**src/rtl/cpu_trace_buffer_pkg.sv**
```systemverilog
// Shared types for the CPU trace recorder: FSM states, capture modes,
// and the packed entry layout (pc, ins, addr, data, we from MSB down).
package cpu_trace_pkg;

   typedef logic [1:0] trace_state_t;

   localparam trace_state_t IDLE  = 2'd0;
   localparam trace_state_t ARMED = 2'd1;
   localparam trace_state_t POST  = 2'd2;
   localparam trace_state_t DONE  = 2'd3;

   typedef enum logic [1:0] {
      MODE_OFF    = 2'd0,
      MODE_ALL    = 2'd1,
      MODE_WRITES = 2'd2,
      MODE_MATCH  = 2'd3
   } trace_mode_t;

   localparam int DEF_AW = 32;
   localparam int DEF_DW = 32;

   // Reference layout at default widths; the top mirrors this order
   // with its own AW/DW so RAM words stay bit-compatible.
   typedef struct packed {
      logic [DEF_AW-1:0] pc;
      logic [DEF_DW-1:0] ins;
      logic [DEF_AW-1:0] addr;
      logic [DEF_DW-1:0] data;
      logic              we;
   } trace_entry_t;

   function automatic int entry_width(input int aw, input int dw);
      return 2 * aw + 2 * dw + 1;
   endfunction

endpackage

```
**src/rtl/cpu_trace_buffer_if.sv**
```systemverilog
// CPU snoop bus plus trace read port. The master side is the CPU and
// debug host; the slave side is the trace buffer.
interface cpu_trace_buffer_if #(
   parameter int AW    = 32,
   parameter int DW    = 32,
   parameter int DEPTH = 16
);
   localparam int IW = $clog2(DEPTH);

   logic [AW-1:0] PC;
   logic [DW-1:0] ins;
   logic [AW-1:0] DataAdr;
   logic [DW-1:0] WriteData;
   logic [DW-1:0] ReadData;
   logic          MemWrite;

   logic          rd_en;
   logic [IW-1:0] rd_idx;
   logic          rd_valid;
   logic          rd_err;
   logic [AW-1:0] rd_pc;
   logic [DW-1:0] rd_ins;
   logic [AW-1:0] rd_addr;
   logic [DW-1:0] rd_data;
   logic          rd_we;

   modport master (
      output PC, ins, DataAdr, WriteData, ReadData, MemWrite,
      output rd_en, rd_idx,
      input  rd_valid, rd_err, rd_pc, rd_ins, rd_addr, rd_data, rd_we
   );

   modport slave (
      input  PC, ins, DataAdr, WriteData, ReadData, MemWrite,
      input  rd_en, rd_idx,
      output rd_valid, rd_err, rd_pc, rd_ins, rd_addr, rd_data, rd_we
   );

endinterface

```
**src/rtl/cpu_trace_buffer_ram.sv**
```systemverilog
// Trace storage: simple dual-port RAM, one write port, registered read.
// No reset; stale words are hidden by the entry count in the top.
module trace_ram #(
   parameter  int W     = 129,
   parameter  int DEPTH = 16,
   localparam int IW    = $clog2(DEPTH)
) (
   input  logic          clk,
   input  logic          we,
   input  logic [IW-1:0] wa,
   input  logic [W-1:0]  wd,
   input  logic          re,
   input  logic [IW-1:0] ra,
   output logic [W-1:0]  rq
);

   logic [W-1:0] mem [DEPTH];

   always_ff @(posedge clk) begin
      if (we) mem[wa] <= wd;
      if (re) rq <= mem[ra];
   end

endmodule

```
**src/rtl/cpu_trace_buffer.sv**
```systemverilog
// CPU trace recorder: mode-qualified capture into a circular buffer,
// address trigger with post-trigger count, oldest-first read port.
module cpu_trace_buffer
   import cpu_trace_pkg::*;
#(
   parameter int AW    = 32,
   parameter int DW    = 32,
   parameter int DEPTH = 16
) (
   input  logic                     clk,
   input  logic                     reset,
   cpu_trace_buffer_if.slave        bus,
   input  logic [1:0]               mode,
   input  logic                     arm,
   input  logic [AW-1:0]            trig_addr,
   input  logic [$clog2(DEPTH)-1:0] post_count,
   output logic [$clog2(DEPTH):0]   count,
   output logic [1:0]               state_o,
   output logic                     triggered,
   output logic                     wrapped
);

   localparam int IW = $clog2(DEPTH);
   localparam logic [IW:0] FULL = (IW + 1)'(DEPTH);

   typedef struct packed {
      logic [AW-1:0] pc;
      logic [DW-1:0] ins;
      logic [AW-1:0] addr;
      logic [DW-1:0] data;
      logic          we;
   } entry_t;

   localparam int EW = entry_width(AW, DW);

   logic [1:0]    rst_sync;
   logic          rst_n;
   trace_state_t  state;
   trace_mode_t   m;
   logic [IW-1:0] wr_ptr;
   logic [IW-1:0] remaining;
   logic          q;
   logic          hit;
   logic          cap;
   logic          full;
   logic          rd_ok;
   logic          rd_bad;
   logic [IW-1:0] rd_phys;
   logic          rd_valid;
   logic          rd_err;
   logic          show;
   entry_t        wr_entry;
   entry_t        rd_entry;
   logic [EW-1:0] rd_raw;

   // Reset asserts at once but releases two edges later, clean of clk.
   always_ff @(posedge clk or negedge reset) begin
      if (!reset) rst_sync <= 2'b00;
      else        rst_sync <= {rst_sync[0], 1'b1};
   end

   assign rst_n = rst_sync[1];

   assign m    = trace_mode_t'(mode);
   assign hit  = bus.DataAdr == trig_addr;
   assign full = count == FULL;

   always_comb begin
      q = 1'b0;
      case (m)
         MODE_ALL:    q = 1'b1;
         MODE_WRITES: q = bus.MemWrite;
         MODE_MATCH:  q = hit;
         default:     q = 1'b0;
      endcase
   end

   assign cap = !arm && q && (state == ARMED || state == POST);

   always_comb begin
      wr_entry = '{
         pc:   bus.PC,
         ins:  bus.ins,
         addr: bus.DataAdr,
         data: bus.MemWrite ? bus.WriteData : bus.ReadData,
         we:   bus.MemWrite
      };
   end

   always_ff @(posedge clk or negedge rst_n) begin
      if (!rst_n) begin
         state     <= IDLE;
         wr_ptr    <= '0;
         count     <= '0;
         remaining <= '0;
         triggered <= 1'b0;
         wrapped   <= 1'b0;
      end else if (arm) begin
         state     <= ARMED;
         wr_ptr    <= '0;
         count     <= '0;
         remaining <= '0;
         triggered <= 1'b0;
         wrapped   <= 1'b0;
      end else if (cap) begin
         wr_ptr <= wr_ptr + IW'(1);
         if (full) wrapped <= 1'b1;
         else      count   <= count + (IW + 1)'(1);
         unique case (1'b1)
            (state == ARMED) && hit: begin
               triggered <= 1'b1;
               remaining <= post_count;
               state     <= (post_count == '0) ? DONE : POST;
            end
            state == POST: begin
               remaining <= remaining - IW'(1);
               if (remaining == IW'(1)) state <= DONE;
            end
            default: ;
         endcase
      end
   end

   assign state_o = state;

   // Once wrapped, wr_ptr points at the oldest surviving entry.
   assign rd_ok   = bus.rd_en && (state == IDLE || state == DONE);
   assign rd_bad  = {1'b0, bus.rd_idx} >= count;
   assign rd_phys = full ? wr_ptr + bus.rd_idx : bus.rd_idx;

   always_ff @(posedge clk or negedge rst_n) begin
      if (!rst_n) begin
         rd_valid <= 1'b0;
         rd_err   <= 1'b0;
      end else begin
         rd_valid <= rd_ok;
         rd_err   <= rd_ok && rd_bad;
      end
   end

   trace_ram #(
      .W     (EW),
      .DEPTH (DEPTH)
   ) u_ram (
      .clk (clk),
      .we  (cap),
      .wa  (wr_ptr),
      .wd  (wr_entry),
      .re  (rd_ok),
      .ra  (rd_phys),
      .rq  (rd_raw)
   );

   assign rd_entry = entry_t'(rd_raw);
   assign show     = rd_valid && !rd_err;

   assign bus.rd_valid = rd_valid;
   assign bus.rd_err   = rd_err;
   assign bus.rd_pc    = show ? rd_entry.pc   : '0;
   assign bus.rd_ins   = show ? rd_entry.ins  : '0;
   assign bus.rd_addr  = show ? rd_entry.addr : '0;
   assign bus.rd_data  = show ? rd_entry.data : '0;
   assign bus.rd_we    = show && rd_entry.we;

endmodule

```
**src/flat_wrapper.sv**
```systemverilog
// flat-port wrapper written by rule: the top's interface ports become plain ports
module cpu_trace_buffer_flat import cpu_trace_pkg::*;
#(
   parameter int AW    = 32,
   parameter int DW    = 32,
   parameter int DEPTH = 16
)
  (clk, reset, mode, arm, trig_addr, post_count, count, state_o, triggered, wrapped, bus_PC, bus_ins, bus_DataAdr, bus_WriteData, bus_ReadData, bus_MemWrite, bus_rd_en, bus_rd_idx, bus_rd_valid, bus_rd_err, bus_rd_pc, bus_rd_ins, bus_rd_addr, bus_rd_data, bus_rd_we);
  cpu_trace_buffer_if #(.AW(AW), .DW(DW), .DEPTH(DEPTH)) bus_i ();
  input  logic clk;
  input  logic reset;
  input  logic [1:0] mode;
  input  logic arm;
  input  logic [AW-1:0] trig_addr;
  input  logic [$clog2(DEPTH)-1:0] post_count;
  output logic [$clog2(DEPTH):0] count;
  output logic [1:0] state_o;
  output logic triggered;
  output logic wrapped;
  input wire logic [$bits(bus_i.PC)-1:0] bus_PC;
  input wire logic [$bits(bus_i.ins)-1:0] bus_ins;
  input wire logic [$bits(bus_i.DataAdr)-1:0] bus_DataAdr;
  input wire logic [$bits(bus_i.WriteData)-1:0] bus_WriteData;
  input wire logic [$bits(bus_i.ReadData)-1:0] bus_ReadData;
  input wire logic [$bits(bus_i.MemWrite)-1:0] bus_MemWrite;
  input wire logic [$bits(bus_i.rd_en)-1:0] bus_rd_en;
  input wire logic [$bits(bus_i.rd_idx)-1:0] bus_rd_idx;
  output wire logic [$bits(bus_i.rd_valid)-1:0] bus_rd_valid;
  output wire logic [$bits(bus_i.rd_err)-1:0] bus_rd_err;
  output wire logic [$bits(bus_i.rd_pc)-1:0] bus_rd_pc;
  output wire logic [$bits(bus_i.rd_ins)-1:0] bus_rd_ins;
  output wire logic [$bits(bus_i.rd_addr)-1:0] bus_rd_addr;
  output wire logic [$bits(bus_i.rd_data)-1:0] bus_rd_data;
  output wire logic [$bits(bus_i.rd_we)-1:0] bus_rd_we;
  assign bus_i.PC = bus_PC;
  assign bus_i.ins = bus_ins;
  assign bus_i.DataAdr = bus_DataAdr;
  assign bus_i.WriteData = bus_WriteData;
  assign bus_i.ReadData = bus_ReadData;
  assign bus_i.MemWrite = bus_MemWrite;
  assign bus_i.rd_en = bus_rd_en;
  assign bus_i.rd_idx = bus_rd_idx;
  assign bus_rd_valid = bus_i.rd_valid;
  assign bus_rd_err = bus_i.rd_err;
  assign bus_rd_pc = bus_i.rd_pc;
  assign bus_rd_ins = bus_i.rd_ins;
  assign bus_rd_addr = bus_i.rd_addr;
  assign bus_rd_data = bus_i.rd_data;
  assign bus_rd_we = bus_i.rd_we;
  cpu_trace_buffer #(.AW(AW), .DW(DW), .DEPTH(DEPTH)) u_core (.clk(clk), .reset(reset), .bus(bus_i), .mode(mode), .arm(arm), .trig_addr(trig_addr), .post_count(post_count), .count(count), .state_o(state_o), .triggered(triggered), .wrapped(wrapped));
endmodule
```
**config.mk**
```make
export PLATFORM = sky130hd
export DESIGN_NAME = cpu_trace_buffer_flat
export DESIGN_NICKNAME = d
export VERILOG_FILES = /design/src/rtl/cpu_trace_buffer_pkg.sv /design/src/rtl/cpu_trace_buffer_if.sv /design/src/rtl/cpu_trace_buffer_ram.sv /design/src/rtl/cpu_trace_buffer.sv /design/src/flat_wrapper.sv
export SDC_FILE = /design/constraint.sdc
export NUM_CORES = 2
export LEC_CHECK = 0
export CELL_PAD_IN_SITES_DETAIL_PLACEMENT = 1
export CELL_PAD_IN_SITES_GLOBAL_PLACEMENT = 1
export CORE_UTILIZATION = 35
export DETAILED_ROUTE_END_ITERATION = 12
export DONT_BUFFER_PORTS = 1
export PLACE_DENSITY = 0.49
export SLEW_MARGIN = 20
export SYNTH_ARGS = -nofsm -noshare
export SYNTH_HDL_FRONTEND = slang
export SYNTH_HIERARCHICAL = 1
export SYNTH_SLANG_ARGS = --single-unit
```
**constraint.sdc**
```tcl
create_clock -name clk -period 3.5 [get_ports clk]
set_input_delay 1.05 -clock clk [delete_from_list [all_inputs] [get_ports clk]]
set_output_delay 1.05 -clock clk [all_outputs]
set_load 0.02 [all_outputs]
```
==> flow_summary.yaml <==
hold_path:
  whs_path_depth: 1
  holdCritStartpoint: "arm"
  min_path_type: "input port to register"
critical_path:
  start_kind: "input port"
  max_stage_delay_ps: 580
  slowest_stage: "xnor2_1"
  rr_startpoint: "u_core/wr_ptr[2]"
  r2r_cells: 13
  worst-path-buf-inv: 4
  critPathRequiredTime_ps: 4030
  cp.arrival_ps: 4000
  crit_path_end_kind: "register"
  crit_chain: "xnor2_1, nand4_1, nor4_4, buf_4, a21o_4, nand2_4, inv_4, or3b_4, nor3_4, buf_4, buf_12"
  critPathMaxFanout: 21
  crit_family: "simple AND/OR/NAND/NOR gates"
  crit_type: "input port to register"
  critPathMostFrequentCell: "buf_4"
  crit_cells: 11
  crit_path_start: "trig_addr[25]"
floorplanning:
  rows: 180
  die-area_um2: 244000
  die_height_um: 494
  start_util_pct: 35.2
  core-area_um2: 241000
  dieWidth_um: 494
  pin_count: 347
timing:
  finalSetupViolCount: 0
  finalClockSkew_ps: 46.9
  relSlewSlack_pct: 40.1
  drv_slew: 0
  fmax_mhz: 288
  setup_ws_ps: 30.6
  period_minus_slack_ps: 3470
  hold_ws_ps: 249
  worst_slew_pin_slew_ps: 899
  fin_crit_sh_pct: 99.1
  rsz0062_at_grt: "yes"
  finalHoldViolCount: 0
  tns_ps: 0
placed_design:
  placed_area_um2: 94400
  place_congestion: 0.748
  portBuffers: 0
  hpwl_mm: 152
  dp_slack_ps: -1060
global_routing:
  grt_pass1_vias: 43800
  antenna_found_initial: 17
  grt_max_degree: 50
  grt_util_all_layers_pct: 19.3
  grt_overflow_total: 0
  grt_pass1_wl_mm: 333
yosys:
  avgSynthCellArea_um2: 22.6
  syn_area_um2: 84600
  ys_types: 61
  synth_mux_area_share_pct: 14.4
  synth_top_family_by_area: "multiplexers"
  synth_flop_cell: "edfxtp_1"
  yosysWarnings: 6
  async_reset_ff_share_pct: 0.949
  synth-edff-count: 2193
  synth_nets: 3958
  synthCells: 3736
  yosys_register_bits: 2214
  synthXorXnorAreaFrac_pct: 0.383
  synth_simple_gate_area_share_pct: 2.25
  synthAdderAreaFrac_pct: 0.231
  synth_compound_area_share_pct: 2.97
  synth-seq-area-share_pct: 78.5
pwr:
  clock_power_share_pct: 43.5
  seqPwrFrac_pct: 51.6
  power_switching_w: 0.0123
  p_leak_nw: 33.0
  powerDensity_nw_per_um2: 557
  p_comb_share_pct: 4.9
  ir_worst_vdd_v: 0.000473
  p_sw_share_pct: 21.5
  intPower_w: 0.0449
routing:
  first_pass_iters: 5
  viasPerCell: 5.24
  postRouteAntennaNets: 0
  vias: 40300
  wl_per_cell_um: 30.6
  finalWirelength_mm: 236
  drc: 0
  drtIter0Drc: 3284
layout:
  drive_gt1_share_pct: 37.0
  fillers: 22100
  fin_nets: 4532
  syn_to_final_growth_pct: 21.4
  final_area_um2: 103000
  final_util_pct: 42.7
clocking:
  cts_tree: "yes"
  clock_latency_ps: 890
  root_buffer: "clkbuf_16"
  numCtsBuffers: 236
  clk_pin_slew_ps: 60
  clock-sinks: 2214
  clock_path_buffers: 3
  htreeDepth: 4
status:
  status: "finished, final reports clean"
run:
  drv_cap: 0
path summary, 6_finish.rpt:
kind                       slack [ps]                        to
setup / recovery                   30  u_core/u_ram/mem[0][100]
hold / removal                    250       u_core/remaining[0]
setup reg to reg                  330       u_core/u_ram/rq[73]
hold reg to reg                   360        u_core/rst_sync[1]
max in group asynchronous        2520         u_core/bus.rd_err
min in group asynchronous         380           u_core/count[0]
layer usage:
layer | track usage, % | part of all wire [%] | vias up
met4 | 4.48 | 2.0 | 2
met1 | 27.2 | 45 | 22200
met5 | 0 | 0.0055 | -
met2 | 31.1 | 48 | 941
li1 | - | - | 17000
met3 | 3.49 | 4.8 | 277
power groups by stage:
stage          clock network [W]  registers, W  logic [W]
2_1_floorplan                  0        0.0301    0.00154
3_3_place_gp                   0        0.0301    0.00284
3_5_place_dp                   0        0.0301    0.00285
4_1_cts                   0.0255        0.0295    0.00286
5_1_grt                   0.0264        0.0295    0.00299
6_report                  0.0249        0.0295    0.00279
layout make-up:
| class | count | area (µm²) | share of cell area [%] |
|---|---|---|---|
| Sequential cell | 2214 | 66400 | 64.6 |
| Multi-Input combinational cell | 1310 | 17600 | 17.2 |
| Timing Repair Buffer | 534 | 6910 | 6.73 |
| Clock buffer | 279 | 6090 | 5.93 |
| Tap cell | 3185 | 3990 | 3.88 |
| Clock inverter | 157 | 1610 | 1.57 |
| Inverter | 14 | 55.1 | 0.0536 |
| Antenna cell | 11 | 27.5 | 0.0268 |
stage by stage:
stage / std cells / power [W]
6_report: 7704 / 0.0572
3_3_place_gp: 7242 / 0.0329
5_1_grt: 7694 / 0.0589
3_5_place_dp: 7242 / 0.0329
2_1_floorplan: 3736 / 0.0316
4_1_cts: 7688 / 0.0579
sequential cells by signal, summed over array words and instances, names as in the netlist:
register             count
u_core/u_ram/mem      2064
u_core/u_ram/rq        129
u_core/count             5
u_core/remaining         4
u_core/wr_ptr            4
u_core/rst_sync          2
u_core/state_o           2
u_core/bus.rd_err        1
u_core/bus.rd_valid      1
u_core/triggered         1
u_core/wrapped           1
repair_timing:
item                                   in CTS  in global routing
setup endpoints to repair                 532                101
gates cloned                                3                  3
endpoints found under the hold margin       2                  0
pin swaps                                   1                  2
gates resized for setup                   142                 23
hold buffers                                1                  0
setup buffers                               6                  2
Yosys cell counts, types with 10 or more instances:
cell type | n | area (µm²)
a221oi_1 | 10 | 87.6
a22oi_1 | 184 | 1380
a22oi_2 | 40 | 500
and2_1 | 133 | 832
buf_2 | 99 | 495
buf_4 | 15 | 113
clkbuf_1 | 67 | 251
dfrtp_1 | 21 | 526
edfxtp_1 | 2193 | 65900
ha_1 | 14 | 175
inv_1 | 12 | 45.0
mux2_2 | 85 | 957
mux2i_1 | 27 | 270
mux4_2 | 487 | 11000
nand2_1 | 109 | 409
nand2b_1 | 22 | 138
nor2_1 | 23 | 86.3
nor2b_1 | 26 | 163
o21ai_0 | 20 | 100
o221ai_1 | 18 | 158
xnor2_1 | 36 | 315
layout by cell type, fill, tap and decap left out, drive strengths merged, types with 22 or more instances in the layout:
cell type / synthesis / final
nor2: 23 / 23
xnor2: 36 / 36
bufinv: 0 / 23
edfxtp: 2193 / 2193
a22oi: 224 / 224
mux2: 86 / 86
nand2: 110 / 110
and2: 133 / 133
nand2b: 22 / 22
mux4: 487 / 487
clkinv: 1 / 116
mux2i: 27 / 27
nor2b: 26 / 26
buf: 131 / 528
clkbuf: 67 / 282
logic make-up after synthesis:
| family | Yosys count |
|---|---|
| DFF | 2214 |
| muxes | 600 |
| and+or+nand+nor | 352 |
| AOI/OAI and AO/OA | 305 |
| buffers and inverters | 212 |
| xor gates and xnor gates | 37 |
| adders and majority gates | 15 |
| other | 1 |
Note: power is estimated with default switching activity, not from simulation.
